**src/rtl/alu_muldiv.sv**
```systemverilog
// Iterative RV32M multiply/divide unit: shift-add multiply and restoring divide,
// one bit per cycle, with valid/ready on both sides and a pipeline flush.
module alu_muldiv #(
    parameter int DATA_WIDTH = 32
) (
    input  logic                  clk,
    input  logic                  rst_n,
    input  logic                  flush,
    input  logic                  in_valid,
    output logic                  in_ready,
    input  logic [2:0]            op,
    input  logic [DATA_WIDTH-1:0] A,
    input  logic [DATA_WIDTH-1:0] B,
    output logic                  out_valid,
    input  logic                  out_ready,
    output logic [DATA_WIDTH-1:0] result,
    output logic                  busy
);
    localparam int W     = DATA_WIDTH;
    localparam int CNT_W = $clog2(DATA_WIDTH) + 1;

    typedef enum logic [1:0] {IDLE, BUSY, DONE} state_t;

    typedef struct packed {
        logic [2:0] op;
        logic       neg;
    } req_t;

    state_t             state, state_d;
    logic [CNT_W-1:0]   cnt;
    req_t               req_q;
    logic [W-1:0]       opb;
    logic [2*W-1:0]     acc;
    logic               accept, last;

    // Operand preparation on the request inputs
    logic         a_sgn, b_sgn, a_neg, b_neg, neg_in, div_zero, ovf;
    logic [W-1:0] a_mag, b_mag, fast_res;

    always_comb begin
        a_sgn    = (op == 3'b001) || (op == 3'b010) || (op == 3'b100) || (op == 3'b110);
        b_sgn    = (op == 3'b001) || (op == 3'b100) || (op == 3'b110);
        a_neg    = a_sgn && A[W-1];
        b_neg    = b_sgn && B[W-1];
        a_mag    = a_neg ? -A : A;
        b_mag    = b_neg ? -B : B;
        // Remainder follows the dividend; everything else is the sign product.
        neg_in   = (op[2] && op[1]) ? a_neg : (a_neg ^ b_neg);
        div_zero = op[2] && (B == '0);
        ovf      = op[2] && !op[0] && (A == {1'b1, {(W-1){1'b0}}}) && (B == '1);
        fast_res = div_zero ? (op[1] ? A : '1) : (op[1] ? '0 : A);
    end

    // One iteration step; acc is {hi, lo} for both engines.
    logic [W:0]     mul_sum, div_shift, div_diff;
    logic           div_ok;
    logic [2*W-1:0] mul_next, div_next, acc_next, prod;
    logic [W-1:0]   quo_s, rem_s, final_res;

    always_comb begin
        mul_sum   = {1'b0, acc[2*W-1:W]} + (acc[0] ? {1'b0, opb} : '0);
        mul_next  = {mul_sum, acc[W-1:1]};
        div_shift = acc[2*W-1:W-1];
        div_diff  = div_shift - {1'b0, opb};
        div_ok    = !div_diff[W];
        div_next  = {div_ok ? div_diff[W-1:0] : div_shift[W-1:0], acc[W-2:0], div_ok};
        acc_next  = req_q.op[2] ? div_next : mul_next;
        prod      = req_q.neg ? -acc_next : acc_next;
        quo_s     = req_q.neg ? -acc_next[W-1:0]   : acc_next[W-1:0];
        rem_s     = req_q.neg ? -acc_next[2*W-1:W] : acc_next[2*W-1:W];
        case (req_q.op)
            3'b000:                 final_res = prod[W-1:0];
            3'b001, 3'b010, 3'b011: final_res = prod[2*W-1:W];
            3'b100, 3'b101:         final_res = quo_s;
            default:                final_res = rem_s;
        endcase
    end

    always_ff @(posedge clk or negedge rst_n) begin
        if (!rst_n) state <= IDLE;
        else        state <= state_d;
    end

    always_comb begin
        state_d   = state;
        in_ready  = 1'b0;
        out_valid = 1'b0;
        busy      = 1'b0;
        accept    = 1'b0;
        last      = 1'b0;
        unique case (state)
            IDLE: begin
                in_ready = 1'b1;
                if (in_valid && !flush) begin
                    accept  = 1'b1;
                    state_d = (div_zero || ovf) ? DONE : BUSY;
                end
            end
            BUSY: begin
                busy = 1'b1;
                last = (cnt == CNT_W'(W-1));
                if (last) state_d = DONE;
            end
            DONE: begin
                busy      = 1'b1;
                out_valid = 1'b1;
                if (out_ready) state_d = IDLE;
            end
            default: state_d = IDLE;
        endcase
        if (flush) state_d = IDLE;
    end

    always_ff @(posedge clk or negedge rst_n) begin
        if (!rst_n) begin
            cnt    <= '0;
            req_q  <= '0;
            opb    <= '0;
            acc    <= '0;
            result <= '0;
        end else if (flush) begin
            cnt <= '0;
        end else if (accept) begin
            cnt   <= '0;
            req_q <= '{op: op, neg: neg_in};
            // Multiply: multiplicand in opb, multiplier in lo. Divide: divisor in opb, dividend in lo.
            opb   <= op[2] ? b_mag : a_mag;
            acc   <= {{W{1'b0}}, op[2] ? a_mag : b_mag};
            if (div_zero || ovf) result <= fast_res;
        end else if (state == BUSY) begin
            cnt <= cnt + CNT_W'(1);
            acc <= acc_next;
            if (last) result <= final_res;
        end
    end
endmodule

```
**config.mk**
```make
export PLATFORM = sky130hd
export DESIGN_NAME = alu_muldiv
export DESIGN_NICKNAME = d
export VERILOG_FILES = /design/src/rtl/alu_muldiv.sv
export SDC_FILE = /design/constraint.sdc
export NUM_CORES = 1
export LEC_CHECK = 0
export BUFFER_PORTS_ARGS = -buffer_cell sky130_fd_sc_hd__buf_4
export CAP_MARGIN = 20
export CORE_ASPECT_RATIO = 1.2
export CORE_MARGIN = 4
export CORE_UTILIZATION = 45
export DETAILED_ROUTE_END_ITERATION = 10
export GPL_TIMING_DRIVEN = 0
export MAX_ROUTING_LAYER = met4
export PLACE_DENSITY = 0.62
export SLEW_MARGIN = 30
export SYNTH_ARGS = -nofsm -noshare
export SYNTH_HDL_FRONTEND = slang
export SYNTH_SLANG_ARGS = --single-unit
```
**constraint.sdc**
```tcl
create_clock -name clk -period 10 [get_ports clk]
set_input_delay 0.5 -clock clk [delete_from_list [all_inputs] [get_ports clk]]
set_output_delay 0.5 -clock clk [all_outputs]
set_load 0.005 [all_outputs]
```
==> results.json, run 1 <==
{
  "cts-root-buf": "clkbuf_16",
  "fin_cells": 2888,
  "crit_path_top_delay_cell": "buf_1",
  "nets": 2552,
  "layout-drive-gt1-share_pct": 9.64,
  "critPathLaunchType": "flop",
  "p_leak_nw": 7.51,
  "setup_tns_ns": 0,
  "drc": 0,
  "cellPowerDensity_nw_per_um2": 303,
  "drt_iter0_drc": 1873,
  "grt_pass1_wl_microns": 117000,
  "ant_nets": 0,
  "async_flop_share_pct": 100,
  "timing.final.ws_setup_ns": 1.52,
  "vias_per_cell": 6.57,
  "dr.pass1.iters": 8,
  "status": "complete, no violations",
  "dp.cells": 2853,
  "final_common_cell": "nand2_1",
  "final-setup-viol-count": 0,
  "syn_to_final_growth_pct": 12.4,
  "start_util_pct": 45.7,
  "cts.clk_slew.worst_paths_ns": 0.08,
  "path_class": "flop to flop",
  "htree_levels": 4,
  "hold_class": "input port to flop",
  "ys_seq_area_share_pct": 21.3,
  "crit_path_end_kind": "flop",
  "yosysUniqueCellTypes": 98,
  "grt_pass1_vias": 18137,
  "grt_setup_unrepaired": "false",
  "fin_crit_ns": 8.48,
  "clock_path_buffers": 2,
  "synth_area_per_cell_sq_um": 7.21,
  "crit_start": "req_q[3]$_DFFE_PN0P_",
  "maxSlewViolCount": 0,
  "grt_max_degree": 82,
  "routed_wl_microns": 79700,
  "ys_ff_latch": 140,
  "crit_path_cell_trace": "buf_2, buf_2, clkbuf_1, clkbuf_1, buf_2, buf_2, buf_2, buf_1, mux2i_1, ha_1, nor3b_1, o221ai_1, nor2_1, and3_1, nand3_1, or4_1, clkbuf_1, nand2_1, a21o_1, mux2i_1, a21oi_1, a21oi_1, mux2_2",
  "post-place-ws_ns": 1.78,
  "timing.hold.ws_ns": 0.332,
  "gr-total-overflow": 0,
  "maxCapViolations": 0,
  "insertion_delay_ns": 0.46,
  "cpMostUsedCell": "buf_2",
  "io_buffers": 106,
  "hp-start": "op[0]",
  "synth_fp_nets": 2424,
  "antenna_found_initial": 1,
  "synthCells": 2277,
  "wl_per_cell_microns": 27.6,
  "die_area_sq_um": 39600,
  "yosysWarningCount": 0,
  "layout_common_cells": "nand2_1, a21oi_1, nor2_1, o21ai_0, dfrtp_1",
  "max_freq_mhz": 118,
  "design_power_total_mw": 5.59,
  "numCtsBuffers": 17,
  "ios": 107,
  "cp.arrival_ns": 8.82,
  "dpl_cell_area_sq_um": 17900,
  "r2r-start": "req_q[3]$_DFFE_PN0P_",
  "final_core_util_pct": 51.4,
  "timing.final.crit_share_pct": 84.8,
  "place_congestion": 1.07,
  "synth-edff-count": 0,
  "num_rows": 76,
  "slowest_delay_ns": 0.80,
  "critPathMaxFanout": 10,
  "vdd_ir_drop_max_uv": 145,
  "coreArea_sq_um": 35900,
  "vias": 18968,
  "cts_sinks": 140,
  "die_h_microns": 217,
  "slew_headroom_pct": 30.3,
  "cts_tree": "yes",
  "ys.flop_type": "dfrtp_1",
  "die_x_microns": 182,
  "dpl.hpwl_microns": 65500,
  "cts.repair.resized": 0,
  "finalHoldViolCount": 0,
  "finish.instance_area_sq_um": 18500,
  "synthesis.area_sq_um": 16400,
  "grtUsageTotal_pct": 40.5,
  "cp.required_ns": 10.34,
  "fin_worst_skew_ns": 0.0167,
  "worst_slew_pin_slew_ns": 1.04
}
[final cells by class]
cell class | instances | area, sq um
Fill cell | 3700 | 17500
Multi-Input combinational cell | 1908 | 12000
Sequential cell | 140 | 3500
Timing Repair Buffer | 109 | 852
Buffer | 150 | 629
Tap cell | 468 | 586
Clock buffer | 17 | 425
Inverter | 79 | 297
Clock inverter | 15 | 141
Antenna cell | 2 | 5.00
[path summary, 6_finish.rpt]
path | slack [ns] | to | cells after the start
max | 1.52 | result[6]$_DFFE_PN0P_ | 23
min in group asynchronous | 0.57 | result[25]$_DFFE_PN0P_ | 2
max in group asynchronous | 8.56 | acc[51]$_DFFE_PN0P_ | 3
min reg2reg | 0.50 | result[5]$_DFFE_PN0P_ | 2
min | 0.33 | req_q[1]$_DFFE_PN0P_ | 3
max reg2reg | 1.52 | result[6]$_DFFE_PN0P_ | 23
[report_power, final]
part / leakage (nW) / switching (mW) / internal [mW] / total (mW)
combinational: 5.41 / 2.72 / 1.29 / 4.01
sequential: 1.83 / 0.236 / 0.704 / 0.940
clock: 0.267 / 0.314 / 0.330 / 0.643
total: 7.51 / 3.27 / 2.32 / 5.59
[cells in the mapped netlist (32+ instances only)]
master	n	area (sq um)
o21ai_0	184	921
mux2i_1	55	551
nand2_1	265	995
nand3_1	44	220
o211ai_1	62	465
nand4_1	33	206
xnor2_1	93	815
nor3_1	60	300
xor2_1	69	604
nor2_1	213	800
and2_1	48	300
ha_1	73	913
o31ai_1	36	270
clkbuf_1	101	379
dfrtp_1	140	3500
a211oi_1	32	240
inv_1	77	289
a21oi_1	248	1240
[worst max-delay path, delay by kind of cell, from the launching register on]
family | cells | cell delay [ns]
AND/OR/NAND/NOR | 6 | 1.77
buffers and inverters | 9 | 4.06
flip-flops | 1 | 0.45
multiplexers | 3 | 0.84
adder cells (fa/ha/maj) | 1 | 0.34
AO/OA/AOI/OAI | 4 | 0.85
[per-layer routing]
layer,GRT usage [%],wire [microns],up-vias
li1,-,-,8609
met1,45.4,29400,8992
met2,65.8,37100,1037
met3,6.42,5750,330
met4,28.9,7410,0
met5,-,0,-
[logic make-up (layout without fill, tap and decap cells)]
group / Yosys count / after routing / synth area share, %
AOI/OAI and AO/OA: 798 / 798 / 31.3
xor gates and xnor gates: 162 / 162 / 8.64
adders and majority gates: 76 / 76 / 5.87
buffers and inverters: 229 / 370 / 5.64
DFF: 140 / 140 / 21.3
muxes: 61 / 61 / 3.76
other: 0 / 2 / 0
and+or+nand+nor: 811 / 811 / 23.5
[state kept, by name (all words and copies together), names as in the netlist]
register and count:
state 2, result 32, req_q 4, opb 32, cnt 6, acc 64
[timing repair]
item | 4_1_cts | 5_1_grt
hold buffers | 1 | 0
setup buffers | 0 | 0
hold endpoints to repair | 13 | 0
Note: power is estimated with default switching activity, not from simulation.
==> inputs of run 2 (changes only) <==
--- a/config.mk
+++ b/config.mk
@@ -13,7 +13,7 @@
 export DETAILED_ROUTE_END_ITERATION = 10
 export GPL_TIMING_DRIVEN = 0
 export MAX_ROUTING_LAYER = met4
-export PLACE_DENSITY = 0.62
+export PLACE_DENSITY = 0.65
 export SLEW_MARGIN = 30
 export SYNTH_ARGS = -nofsm -noshare
 export SYNTH_HDL_FRONTEND = slang
==> constraint.sdc (replaced) <==
create_clock -name clk -period 7.2 [get_ports clk]
set_input_delay 0.36 -clock clk [delete_from_list [all_inputs] [get_ports clk]]
set_output_delay 0.36 -clock clk [all_outputs]
set_load 0.005 [all_outputs]
==> run 2 against run 1 <==
Net effect: sequential cell count is the same; hold slack lost 0.097 ns; sequential power grew 39%; combinational power is 38% higher; global-route usage up 0.52 points; die area did not move; worst setup slack got worse by 1.3 ns; core utilization stayed put; total power up 39%; via count grew 0.44%; largest power group unchanged; highest routed layer unchanged.
==> results.json, run 2 (synthesis gave the netlist of run 1 again) <==
{
  "insertion_delay_ns": 0.47,
  "cts_tree": "yes",
  "ant_nets": 0,
  "maxCapViolations": 0,
  "htree_levels": 4,
  "finish.instance_area_sq_um": 18500,
  "crit_path_end_kind": "flop",
  "maxSlewViolCount": 0,
  "vias_per_cell": 6.61,
  "clock_path_buffers": 2,
  "wl_met3_microns": 6090,
  "wl_per_cell_microns": 27.9,
  "layout_common_cells": "nand2_1, a21oi_1, nor2_1, o21ai_0, dfrtp_1",
  "routed_wl_microns": 80500,
  "fin_crit_ns": 6.97,
  "die_x_microns": 182,
  "p_leak_nw": 7.50,
  "largest_reg_flops": 64,
  "nets": 2550,
  "fin_worst_skew_ns": 0.0177,
  "layout-drive-gt1-share_pct": 9.61,
  "start_util_pct": 45.7,
  "die_area_sq_um": 39600,
  "vdd_ir_drop_max_uv": 209,
  "critPathMaxFanout": 19,
  "grt_pass1_wl_microns": 118000,
  "numCtsBuffers": 17,
  "drc": 0,
  "syn_to_final_growth_pct": 12.4,
  "ios": 107,
  "hold_class": "input port to flop",
  "post-place-ws_ns": -0.874,
  "num_rows": 76,
  "cp.arrival_ns": 7.29,
  "max_freq_mhz": 143,
  "grt_pass1_vias": 18353,
  "antenna_found_initial": 2,
  "worst_slew_pin_slew_ns": 1.02,
  "critPathLaunchType": "flop",
  "cellPowerDensity_nw_per_um2": 421,
  "regMostFlops": "acc",
  "status": "complete, no violations",
  "m1WireLength_microns": 29300,
  "final_core_util_pct": 51.4,
  "final_common_cell": "nand2_1",
  "path_class": "flop to flop",
  "dr.pass1.iters": 7,
  "vias": 19052,
  "coreArea_sq_um": 35900,
  "top_layer": "met4",
  "top_regs": "acc (64), opb (32), result (32)",
  "finalHoldViolCount": 0,
  "slew_headroom_pct": 32.2,
  "cts_sinks": 140,
  "grt_setup_unrepaired": "false",
  "cts.clk_slew.worst_paths_ns": 0.07,
  "nFillCells": 3639,
  "routed-wl-met2_microns": 37000,
  "timing.hold.ws_ns": 0.235,
  "cp.required_ns": 7.52,
  "drt_iter0_drc": 2051,
  "dpl_cell_area_sq_um": 17900,
  "grtUsageTotal_pct": 41.1,
  "dpl.hpwl_microns": 66100,
  "grt_max_degree": 82,
  "cts-root-buf": "clkbuf_16",
  "setup_tns_ns": 0,
  "final-setup-viol-count": 0,
  "timing.final.ws_setup_ns": 0.230,
  "gr-total-overflow": 0,
  "die_h_microns": 217,
  "io_buffers": 106,
  "timing.final.crit_share_pct": 96.8,
  "place_congestion": 1.06
}
[run 2: changes by cell type in the layout (fill, tap and decap cells not counted), moves of 2 or more]
cell / delta
inv_6: -4
inv_8: -3
clkbuf_2: +2
bufinv_16: +2
buf_1: -2
clkinvlp_4: +2
[run 2: per-layer routing]
metal	track usage (%)	vias up
met5	-	-
met4	31.7	0
met3	6.45	335
met2	65.6	1085
met1	45.9	9047
li1	-	8585
[run 2: worst max-delay path, stage by stage, from the launching register on]
cell	delay, ns
dfrtp_1	0.46
buf_2	0.29
buf_2	0.35
clkbuf_2	0.32
buf_2	0.35
buf_1	0.52
clkbuf_1	0.53
clkdlybuf4s15_2	0.72
a21oi_1	0.30
inv_1	0.12
ha_1	0.19
o311ai_0	0.28
nor3_1	0.52
nand3b_1	0.48
o41ai_2	0.45
xnor2_1	0.11
a221oi_1	0.67
nor3_1	0.14
[run 2: area by class of cell]
cell class	count	area (sq um)	share of cell area [%]
Antenna cell	1	2.50	0.0136
Buffer	148	638	3.46
Clock buffer	19	433	2.35
Clock inverter	12	140	0.759
Inverter	79	297	1.61
Multi-Input combinational cell	1908	12000	65.1
Sequential cell	140	3500	19.0
Tap cell	468	586	3.17
Timing Repair Buffer	109	846	4.58
[run 2: through the flow]
| stage | instances | power [mW] |
|---|---|---|
| finish | 2884 | 7.78 |
| global route | 2884 | 8.18 |
| CTS | 2883 | 7.56 |
| detailed placement | 2853 | 6.63 |
| global placement | 2851 | 6.58 |
| floorplan | 2277 | 4.76 |
[run 2: timing repair]
item | in CTS | in global routing
buffers inserted | 0 | 0
endpoints found under the setup margin | 16 | 7
hold endpoints to repair | 59 | 0
resized for setup | 4 | 3
hold buffers | 1 | 0
[run 2: final timing paths]
check	to	startpoint	cells after the start	slack, ns
worst max-delay path	result[24]$_DFFE_PN0P_	req_q[3]$_DFFE_PN0P_	17	0.23
max in group asynchronous	opb[1]$_DFFE_PN0P_	rst_n	3	5.96
worst min-delay path	state[1]$_DFFE_PN0P_	flush	3	0.24
min in group asynchronous	result[14]$_DFFE_PN0P_	rst_n	2	0.41
worst min register to register	result[5]$_DFFE_PN0P_	result[5]$_DFFE_PN0P_	2	0.49
worst max register to register	result[24]$_DFFE_PN0P_	req_q[3]$_DFFE_PN0P_	17	0.23
[run 2: report_power, final]
group          total, mW  internal (mW)  switching [mW]  leakage, nW
sequential          1.31          0.979           0.332         1.83
clock              0.926          0.511           0.414        0.259
combinational       5.54           1.79            3.75         5.41
==> inputs of run 3 (changes only) <==
--- a/config.mk
+++ b/config.mk
@@ -10,6 +10,7 @@
 export CORE_ASPECT_RATIO = 1.2
 export CORE_MARGIN = 4
 export CORE_UTILIZATION = 45
+export CTS_BUF_LIST = sky130_fd_sc_hd__clkbuf_8
 export DETAILED_ROUTE_END_ITERATION = 10
 export GPL_TIMING_DRIVEN = 0
 export MAX_ROUTING_LAYER = met4
==> run 3 against run 2 <==
Net effect: fmax up 0.37%; worst setup slack better by 0.026 ns; die area unchanged; largest power group unchanged.
==> results.json, run 3 (synthesis gave the netlist of run 1 again) <==
{
  "coreArea_sq_um": 35900,
  "num_rows": 76,
  "antenna_found_initial": 4,
  "max_freq_mhz": 144,
  "cts-root-buf": "clkbuf_8",
  "cts_tree": "yes",
  "cts_sinks": 140,
  "cts.clk_slew.worst_paths_ns": 0.10,
  "regMostFlops": "acc",
  "post-place-ws_ns": -0.874,
  "hold_class": "input port to flop",
  "crit_path_end_kind": "flop",
  "top_regs": "acc (64), opb (32), result (32)",
  "final-setup-viol-count": 0,
  "clock_path_buffers": 2,
  "multi_input_area_sq_um": 12000,
  "fin_worst_skew_ns": 0.0280,
  "dp.cells": 2853,
  "nets": 2550,
  "vias": 18900,
  "final_common_cell": "nand2_1",
  "die_h_microns": 217,
  "die_area_sq_um": 39600,
  "nFillCells": 3661,
  "gr-total-overflow": 0,
  "cellPowerDensity_nw_per_um2": 412,
  "status": "complete, no violations",
  "grt_max_degree": 82,
  "vdd_ir_drop_max_uv": 155,
  "htree_levels": 4,
  "finalHoldViolCount": 0,
  "vias_per_cell": 6.55,
  "numCtsBuffers": 17,
  "cp.arrival_ns": 7.36,
  "p_leak_nw": 7.42,
  "largest_reg_flops": 64,
  "slew_headroom_pct": 28.8,
  "fin_crit_ns": 6.94,
  "drc": 0,
  "ff_latch_area_sq_um": 3500,
  "layout-drive-gt1-share_pct": 9.61,
  "syn_to_final_growth_pct": 11.3,
  "maxCapViolations": 0,
  "grtUsageTotal_pct": 40.9,
  "critPathMaxFanout": 19,
  "cts_setup_buffers": 0,
  "path_class": "flop to flop",
  "ant_nets": 0,
  "wl_per_cell_microns": 27.8,
  "start_util_pct": 45.7,
  "place_congestion": 1.06,
  "maxSlewViolCount": 0,
  "die_x_microns": 182,
  "insertion_delay_ns": 0.52,
  "setup_tns_ns": 0,
  "grt_setup_unrepaired": "false",
  "fin_cells": 2885,
  "dpl.hpwl_microns": 66100,
  "grt_pass1_vias": 18299,
  "drt_iter0_drc": 1956,
  "io_buffers": 106,
  "worst_slew_pin_slew_ns": 1.07,
  "critPathLaunchType": "flop",
  "routed_wl_microns": 80200,
  "final_core_util_pct": 50.8,
  "cp.required_ns": 7.61,
  "ios": 107,
  "dr.pass1.iters": 8,
  "timing.final.crit_share_pct": 96.5,
  "grt_pass1_wl_microns": 118000,
  "timing.final.ws_setup_ns": 0.255,
  "layout_common_cells": "nand2_1, a21oi_1, nor2_1, o21ai_0, dfrtp_1"
}
-- run 3: changes by cell type in the layout (fill, tap and decap cells not counted), sizes merged --
cell / before / now
clkbuf: 119 / 117
inv: 81 / 83
diode: 1 / 2
-- run 3: where the power goes --
group | leakage (nW) | switching (mW) | total [mW] | internal, mW
clock | 0.180 | 0.380 | 0.686 | 0.306
combinational | 5.41 | 3.75 | 5.54 | 1.79
sequential | 1.83 | 0.329 | 1.31 | 0.977
-- run 3: per-layer routing --
layer,GRT usage [%],up-vias,part of all wire (%)
met5,-,-,0
met3,7.02,335,7.8
met1,45.2,8967,36
met2,65.1,1015,46
li1,-,8583,-
met4,32.2,0,10
-- run 3: final timing paths --
kind / startpoint / to / slack [ns] / cells after the start
worst max register to register: req_q[3]$_DFFE_PN0P_ / result[0]$_DFFE_PN0P_ / 0.26 / 22
min in group asynchronous: rst_n / result[24]$_DFFE_PN0P_ / 0.35 / 2
worst min register to register: result[5]$_DFFE_PN0P_ / result[5]$_DFFE_PN0P_ / 0.49 / 2
max in group asynchronous: rst_n / opb[1]$_DFFE_PN0P_ / 5.99 / 3
worst min-delay path: flush / state[1]$_DFFE_PN0P_ / 0.16 / 3
worst max-delay path: req_q[3]$_DFFE_PN0P_ / result[0]$_DFFE_PN0P_ / 0.26 / 22
-- run 3: timing repair --
item,in CTS,in global routing
hold buffers,1,0
setup endpoints to repair,16,8
hold endpoints to repair,59,0
resized for setup,4,3
-- run 3: stage by stage --
stage | instance area [sq um] | power, mW | hold WS [ns]
finish | 18300 | 7.53 | 0.163
global route | 18300 | 7.93 | 0.180
CTS | 18300 | 7.32 | 0.157
detailed placement | 17900 | 6.63 | 0.334
global placement | 17800 | 6.58 | 0.477
floorplan | 16400 | 4.76 | 0.0644
-- run 3: area by class of cell --
| type | instances | share of cell area (%) |
|---|---|---|
| multi-input combinational | 1908 | 65.8 |
| timing repair buffer | 109 | 4.63 |
| inverter | 79 | 1.62 |
| antenna | 2 | 0.0274 |
| tap | 468 | 3.20 |
| buffer | 148 | 3.49 |
| sequential | 140 | 19.2 |
| clock inverter | 14 | 0.808 |
| clock buffer | 17 | 1.28 |
-- run 3: worst max-delay path: stages (launching register included) --
cell,delay [ns]
dfrtp_1,0.46
buf_2,0.28
buf_2,0.35
clkbuf_2,0.31
clkbuf_2,0.35
buf_2,0.33
buf_2,0.36
buf_6,0.33
mux2i_1,0.37
ha_1,0.31
nor3b_1,0.25
o221ai_1,0.21
nor2_1,0.25
and3_1,0.22
nand3_1,0.19
or4_1,0.49
clkbuf_1,0.29
and2_1,0.31
o22ai_1,0.15
a21oi_1,0.08
a211oi_1,0.42
a21oi_1,0.16
mux2_2,0.32
